File: src/rtl/connect4_pkg.sv
// Shared Connect Four constants and game-FSM encoding, also used by the VGA datapath
// for grid geometry.
package connect4_pkg;

    localparam int unsigned COLS  = 7;
    localparam int unsigned ROWS  = 6;
    localparam int unsigned COL_W = 3;
    localparam int unsigned ROW_W = 3;
    localparam int unsigned CNT_W = 6;
    localparam int unsigned CELLS = ROWS * COLS;

    typedef enum logic [1:0] {
        StIdle = 2'd0,
        StDraw = 2'd1,
        StFull = 2'd2
    } state_e;

endpackage

File: src/rtl/board_store.sv
// Board state: per-column fill heights plus occupancy/owner bits, with a write port
// that drops a piece on top of a column and a combinational cell read port.
module board_store
    import connect4_pkg::*;
(
    input  logic             clk,
    input  logic             resetn,
    input  logic [COL_W-1:0] hcol,
    output logic [ROW_W-1:0] hcol_height,
    input  logic             we,
    input  logic [COL_W-1:0] wr_col,
    input  logic             wr_owner,
    input  logic [COL_W-1:0] rd_col,
    input  logic [ROW_W-1:0] rd_row,
    output logic             rd_occ,
    output logic             rd_owner
);

    logic [ROW_W-1:0]           height_q [COLS];
    logic [COLS-1:0][ROWS-1:0]  occ_q;
    logic [COLS-1:0][ROWS-1:0]  owner_q;
    logic [ROW_W-1:0]           wr_row;

    assign wr_row = height_q[wr_col];

    always_ff @(posedge clk) begin
        if (resetn) begin
            for (int c = 0; c < COLS; c++) begin
                height_q[c] <= '0;
            end
            occ_q   <= '0;
            owner_q <= '0;
        end else if (we && (wr_col < COL_W'(COLS)) && (wr_row < ROW_W'(ROWS))) begin
            occ_q[wr_col][wr_row]   <= 1'b1;
            owner_q[wr_col][wr_row] <= wr_owner;
            height_q[wr_col]        <= wr_row + ROW_W'(1);
        end
    end

    // Out-of-range columns report height 0; the FSM rejects them separately.
    always_comb begin
        hcol_height = '0;
        if (hcol < COL_W'(COLS)) begin
            hcol_height = height_q[hcol];
        end
    end

    always_comb begin
        rd_occ   = 1'b0;
        rd_owner = 1'b0;
        if ((rd_col < COL_W'(COLS)) && (rd_row < ROW_W'(ROWS))) begin
            rd_occ   = occ_q[rd_col][rd_row];
            rd_owner = owner_q[rd_col][rd_row];
        end
    end

endmodule

File: src/rtl/move_controller.sv
// Connect Four move controller: validates drops against column heights, issues a held
// draw request per accepted move, alternates players and stops once the board is full.
module move_controller
    import connect4_pkg::*;
(
    input  logic             clk,
    input  logic             resetn,
    input  logic [COL_W-1:0] col_sel,
    input  logic             drop,
    input  logic             draw_done,
    output logic             draw_req,
    output logic [COL_W-1:0] location,
    output logic [ROW_W-1:0] decoded_height,
    output logic             player,
    output logic             illegal,
    output logic             board_full,
    input  logic [COL_W-1:0] rd_col,
    input  logic [ROW_W-1:0] rd_row,
    output logic             rd_occ,
    output logic             rd_owner
);

    state_e           state_q, state_d;
    logic             drop_q;
    logic             player_q, player_d;
    logic [COL_W-1:0] location_q, location_d;
    logic [ROW_W-1:0] height_q, height_d;
    logic [CNT_W-1:0] count_q, count_d;
    logic             illegal_q, illegal_d;
    logic             drop_rise;
    logic             we;
    logic [ROW_W-1:0] col_height;

    assign drop_rise = drop & ~drop_q;

    board_store u_board (
        .clk         (clk),
        .resetn      (resetn),
        .hcol        (col_sel),
        .hcol_height (col_height),
        .we          (we),
        .wr_col      (location_q),
        .wr_owner    (player_q),
        .rd_col      (rd_col),
        .rd_row      (rd_row),
        .rd_occ      (rd_occ),
        .rd_owner    (rd_owner)
    );

    // drop_q resets high so a drop held through reset must be released first.
    always_ff @(posedge clk) begin
        if (resetn) begin
            state_q    <= StIdle;
            drop_q     <= 1'b1;
            player_q   <= 1'b0;
            location_q <= '0;
            height_q   <= '0;
            count_q    <= '0;
            illegal_q  <= 1'b0;
        end else begin
            state_q    <= state_d;
            drop_q     <= drop;
            player_q   <= player_d;
            location_q <= location_d;
            height_q   <= height_d;
            count_q    <= count_d;
            illegal_q  <= illegal_d;
        end
    end

    always_comb begin
        state_d    = state_q;
        player_d   = player_q;
        location_d = location_q;
        height_d   = height_q;
        count_d    = count_q;
        illegal_d  = 1'b0;
        we         = 1'b0;
        unique case (state_q)
            StIdle: begin
                if (drop_rise) begin
                    if ((col_sel >= COL_W'(COLS)) || (col_height == ROW_W'(ROWS))) begin
                        illegal_d = 1'b1;
                    end else begin
                        location_d = col_sel;
                        height_d   = col_height;
                        state_d    = StDraw;
                    end
                end
            end
            StDraw: begin
                // A drop rising in the same cycle as draw_done is deliberately discarded.
                if (draw_done) begin
                    we       = 1'b1;
                    player_d = ~player_q;
                    count_d  = count_q + CNT_W'(1);
                    state_d  = (count_d == CNT_W'(CELLS)) ? StFull : StIdle;
                end
            end
            StFull: begin
                state_d = StFull;
            end
            default: begin
                state_d = StIdle;
            end
        endcase
    end

    assign draw_req       = (state_q == StDraw);
    assign board_full     = (state_q == StFull);
    assign location       = location_q;
    assign decoded_height = height_q;
    assign player         = player_q;
    assign illegal        = illegal_q;

endmodule

File: config.mk
export PLATFORM = sky130hd
export DESIGN_NAME = move_controller
export DESIGN_NICKNAME = d
export VERILOG_FILES = /design/src/rtl/connect4_pkg.sv /design/src/rtl/board_store.sv /design/src/rtl/move_controller.sv
export SDC_FILE = /design/constraint.sdc
export NUM_CORES = 1
export LEC_CHECK = 0
export CAP_MARGIN = 20
export CORE_MARGIN = 3
export CORE_UTILIZATION = 55
export DETAILED_ROUTE_END_ITERATION = 6
export HOLD_SLACK_MARGIN = 0.08
export PLACE_DENSITY = 0.74
export RECOVER_POWER = 25
export SLEW_MARGIN = 20
export SYNTH_ARGS = -nofsm -noshare
export SYNTH_HDL_FRONTEND = slang
export SYNTH_SLANG_ARGS = --single-unit
File: constraint.sdc
create_clock -name clk -period 3.6 [get_ports clk]
set_input_delay 0.54 -clock clk [delete_from_list [all_inputs] [get_ports clk]]
set_output_delay 0.54 -clock clk [all_outputs]
set_load 0.05 [all_outputs]
Word level (Yosys, flattened, before mapping)

Memory sizes are Yosys's and may differ from the RTL's. A register that Yosys moved wholly into a read port is not among the register bits.
Index checks and enable logic that the tools add are counted.

Memories kept: 1
Bits in writable memories: 21
Register bits after elaboration: 101
Output and inout port bits: 12
Input port bits: 13

Memory list:

| memory           | depth | bits a word | rd ports | clocked after Yosys merged registers in | write ports | line              | text |
|---|---|---|---|---|---|---|---|
| u_board.height_q | 7     | 3           | 2        | 1                                       | 7           | board_store.sv:19 | `logic [ROW_W-1:0] height_q [COLS];` |

Reductions and logical operators: 12
Equality and inequality tests: 7
Magnitude comparators: 12
Muxes and demuxes: 34
Add/subtract/negate cells: 2
Bitwise gates (word level): 7

Operators by type and width:

| operator                                                   | number |
|---|---|
| bitwise mux 42 bit                                         | 1 |
| OR 42 bit                                                  | 1 |
| binary-select mux 6 bit (select 3 bit)                     | 2 |
| demux 6 bit (select 3 bit)                                 | 1 |
| 2-to-1 mux 6 bit                                           | 3 |
| less-than comparator 3 x 4 -> 1 bit, second input constant | 4 |
| less-than comparator 3 bit, second input constant          | 5 |
| 2-to-1 mux 3 bit                                           | 5 |
| 2-to-1 mux 1 bit                                           | 14 |
| 2-to-1 mux 2 bit                                           | 4 |
| adder 6 x 1 -> 6 bit, second input constant                | 1 |
| binary-select mux 1 bit (select 3 bit)                     | 2 |
| == test 6 bit, second input constant                       | 1 |
| >= comparator 3 x 1 -> 1 bit, second input constant        | 2 |
| inequality test 2 bit, second input constant               | 3 |
| case mux 2 bit (3 select lines)                            | 1 |
| AND reduction 3 bit                                        | 2 |
| OR reduction 3 bit                                         | 2 |
| logical AND 1 bit                                          | 5 |
| inverter 1 bit                                             | 5 |
| adder 3 x 1 -> 3 bit, second input constant                | 1 |
| demux 1 bit (select 3 bit)                                 | 1 |
| == test 3 bit, second input constant                       | 1 |
| >= comparator 3 bit, second input constant                 | 1 |
| 6 further kinds                                            | 6 |

Logic depth before layout (Yosys ltp)

Word-level depth: 9
Mapped depth: 9

Hierarchy

A second synthesis with hierarchy kept.

Cells, all modules: 656
Area total of the unflattened synthesis: 6312.3 um^2

Modules (own cells, without submodules):

| module          | instances | sequential area each (um^2) | area an instance (um^2) | cells each |
|---|---|---|---|---|
| board_store     | 1         | 2372.3                      | 5495.3                  | 574 |
| move_controller | 1         | 340.3                       | 817.0                   | 82 |

Worst setup path after synthesis

No wires, ideal clock.

Kind: input-to-output
From: input rd_col[0]
To: output rd_occ
Arrival time: 3511 ps
Slack: -451 ps
Data required time: 3060 ps
Cell stages on the path: 7
Cells stage by stage: buf_2 > buf_2 > buf_2 > mux4_2 > nor2b_1 > a211oi_1 > o311ai_0

Cells in the longest elaborated chain, start to end: 5
Elaborated cells between the ends (all ways): 7
Those cells by class: order compare: 1; mux: 5; reduce/logical: 1

Ends and longest elaborated chain:

| what                                   | line                  | text |
|---|---|---|
| from (decl)                            | move_controller.sv:17 | `input logic [COL_W-1:0] rd_col,` |
| binary-select mux 6 bit (select 3 bit) | board_store.sv:52     | `rd_occ = occ_q[rd_col][rd_row];` |
| 2-to-1 mux 6 bit (not written as such) | board_store.sv:52     |  |
| binary-select mux 1 bit (select 3 bit) | board_store.sv:52     |  |
| 2-to-1 mux 1 bit (not written as such) | board_store.sv:52     |  |
| 2-to-1 mux 1 bit *                     | board_store.sv:51     | `if ((rd_col < COL_W'(COLS)) && (rd_row < ROW_W'(ROWS))) begin` |
| to (decl)                              | move_controller.sv:19 | `output logic rd_occ,` |

Mark *: on every way between the ends. The rest lies on a longest branch, timed or not. The select of a mux whose other input is x is not followed.

Worst setup path after layout

From: input rd_col[0]
To: output rd_owner

Cells in the longest elaborated chain, start to end: 5
Elaborated cells between the ends (all ways): 7
Those cells by class: order compare: 1; mux: 5; reduce/logical: 1

Ends and longest elaborated chain:

| what                                   | line                  | text |
|---|---|---|
| binary-select mux 6 bit (select 3 bit) | board_store.sv:53     | `rd_owner = owner_q[rd_col][rd_row];` |
| 2-to-1 mux 6 bit (not written as such) | board_store.sv:53     |  |
| binary-select mux 1 bit (select 3 bit) | board_store.sv:53     |  |
| 2-to-1 mux 1 bit (not written as such) | board_store.sv:53     |  |
| 2-to-1 mux 1 bit *                     | board_store.sv:51     |  |
| to (decl)                              | move_controller.sv:20 | `output logic rd_owner` |

Marks and branches as above.

==> impl_metrics.csv <==
group,metric,value,unit
run_status,status,"completed",
critical_path,reg2reg_slack,0.54,ns
critical_path,ff2ff_path_depth,8,
timing,worstMarginPinSlew,0.754,ns
clock_tree,cts.sinks,128,
clock_tree,cts_root_buf,"clkbuf_8",
clock_tree,clockBufferDepth,2,
detailed_routing,drcViolationCount,0,
placed_design,dp_cells,758,
timing,hold_viol_final,0,
timing,fin_setup_tns,0,ns
clock_tree,post-cts-setup-buffers,0,
synth,synth.distinct_cells,57,
clock_tree,ctsHtreeMaxLevel,4,
placed_design,port_buffers,24,
die,die_area,0.0123,mm^2
grt,antenna_found_initial,0,
timing,finalSetupViolations,0,
timing,slew_viol_final,0,
clock_tree,cts_tree,"yes",
pwr,intPower,0.00266,W
synth,ys_warn_count,0,
die,core_area,0.0105,mm^2
clock_tree,cts_resized,0,
critical_path,critical_path_arrival,2.86,ns
synth,synth_edf_count,21,
detailed_routing,routedWlPerCell,18.3,um
synth,ys.flop_type,"dfxtp_1",
clock_tree,cts_buffers,17,
flow_run,max_cap_viol_count,0,
grt,grt_use_total,25.0,%
clock_tree,insertion_delay,0.54,ns
detailed_routing,vias_per_cell,6.05,
min_path,holdCritPathClass,"in2reg",
grt,grt_first_pass_wirelength,24400,um
critical_path,required,3.06,ns
synth,synth_area_leaders,"dfxtp_1, edfxtp_1, mux2i_1",
detailed_routing,wl,14500,um
pwr,power_frac_clock,51.0,%
placed_design,dp_hpwl,9960,um
timing,clock_skew,0.00833,ns
die,ioPinCount,25,
pwr,switchingPower,0.000799,W
synth,synth_cells,627,
pwr,combPwrFrac,6.1,%
placed_design,dpl_cell_area,0.00635,mm^2
die,die_h,111,um
detailed_routing,drtIter0Drc,317,
timing,period_share,94.4,%
synth,yosysMostFrequentCell,"dfxtp_1",
synth,netlist_area,0.00604,mm^2
finish,num_antenna_cells,0,
die,rows,37,
die,start_util,57.5,%
critical_path,cp-end-kind,"primary output",
min_path,hp-start,"resetn",
min_path,hold_end,"count_q[5]",
grt,grt_max_degree,61,
finish,synthToLayoutAreaGrowth,15.1,%
critical_path,cp-start-kind,"primary input",
critical_path,cp_max_fo,26,
finish,final_nets,657,
clock_tree,cts.clk_slew.worst_paths,0.06,ns
synth,ys_seq_area_share,45.9,%
pwr,powerDensity,498,mW/mm^2
timing,max_freq,294,MHz
synth,synth_top_cell_area_share,35.5,%
pwr,peakVddDrop,0.456,mV
grt,grt_overflow_total,0,
timing,timing.slew.headroom,49.6,%
detailed_routing,postRouteAntennaNets,0,
detailed_routing,num_vias,4776,
finish,drive_gt1_share,13.0,%
clock_tree,postCtsHoldBufs,0,
pwr,p_leak,2.76,nW
synth,synth_seq_cells,128,
timing,grt_setup_unrepaired,"no",
synth,synth.top_cells.by_count,"dfxtp_1, nand2_1, nor2_1, mux2i_1, a21oi_1",
finish,final_cells,790,
synth,avgSynthCellArea,9.63,um^2
detailed_routing,first_pass_iters,5,
pwr,pwr-share-seq,42.9,%
placed_design,gp_congestion,0.833,
finish,finalCoreUtilization,66.2,%
pwr,p_total,0.00346,W
finish,fin_area,0.00695,mm^2
synth,yosys.area.top_type,"dfxtp_1",
synth,synth-async-reset-ratio,0,%
critical_path,reg2reg_to,"u_board.height_q[0][2]",
grt,first_global_vias,4768,
min_path,hold_depth,2,
pwr,switching_share,23.1,%
die,die_w,111,um
critical_path,path_class,"in2out",
timing,period_needed,3.40,ns
## worst max-delay path, cell delays in order
cell             delay [ns]
clkdlybuf4s50_1        0.50
buf_12                 0.22
mux4_2                 0.55
mux4_2                 0.47
a221o_1                0.37
buf_4                  0.19
## final cells by class
cell class,count,area (um^2)
clock buffers,17,414
clock inverters,15,191
fillers,815,3560
inverters,10,37.5
multi-input cells,449,3040
flip-flops and latches,128,2770
well taps,136,170
repair buffers,35,323
## how the worst max path moves through the flow
stage               depth (start not counted)      start  endpoint  slack (ns)
floorplan                                   7  rd_col[0]    rd_occ        0.15
global placement                            6  rd_col[0]  rd_owner        0.26
detailed placement                          6  rd_col[0]  rd_owner        0.19
CTS                                         6  rd_col[0]  rd_owner        0.18
global route                                6  rd_col[0]  rd_owner        0.14
finish                                      6  rd_col[0]  rd_owner        0.20
## layout by cell type (no fill, tap or decap), types with 4 or more instances in the layout
cell and count:
dfxtp_1 107, nand2_1 104, nor2_1 76, mux2i_1 61, a21oi_1 55, mux4_2 24
edfxtp_1 21, o21ai_0 18, clkbuf_16 16, clkdlybuf4s50_1 11, buf_4 11, dlygate4sd3_1 10
nand3_1 8, inv_1 8, nand2b_1 7, nor2b_1 7, nor3_1 6, nand3b_1 6
o211ai_1 5, clkinv_1 5, and3_1 4, o2111ai_1 4, a211oi_1 4, bufinv_16 4
## cell families (layout without fill, tap and decap cells)
group,Yosys count,after routing,share of synthesized area [%]
simple gates,237,237,17.4
flops,128,128,45.9
compound gates,110,110,11.0
mux,91,91,20.4
buf+inv,52,77,3.87
xor+xnor,5,5,0.725
fa+ha+maj,3,3,0.622
other cells,1,3,0.0621
## power by group through the flow
stage	registers [W]	clock network (W)	logic, W
4_1_cts	0.00149	0.00178	0.000210
3_5_place_dp	0.00152	0	0.000209
3_3_place_gp	0.00151	0	0.000205
5_1_grt	0.00149	0.00186	0.000226
6_report	0.00149	0.00176	0.000210
2_1_floorplan	0.00152	0	0.000143
## sequential cells by signal, indices dropped and copies added (netlist names), named ones only
| signal | flops |
|---|---|
| drop_q | 1 |
| player | 1 |
| location | 3 |
| u_board.height_q | 24 |
| decoded_height | 3 |
| count_q | 6 |
| state_q | 2 |
| illegal | 1 |
| u_board.owner_q | 42 |
| u_board.occ_q | 42 |
## layer usage
| layer | vias up | share of wire, % | track usage [%] |
|---|---|---|---|
| li1 | 2249 | - | - |
| met1 | 2325 | 44 | 32.4 |
| met2 | 170 | 48 | 40.1 |
| met3 | 32 | 6.0 | 7.37 |
| met4 | 0 | 2.2 | 8.37 |
| met5 | - | 0 | 0 |
## through the flow
stage          hold WS, ns  setup WS (ns)
6_report             0.354          0.202
3_5_place_dp         0.451          0.190
5_1_grt              0.349          0.142
2_1_floorplan        0.431          0.145
3_3_place_gp         0.443          0.257
4_1_cts              0.332          0.179
(Power assumes the default switching activity.)
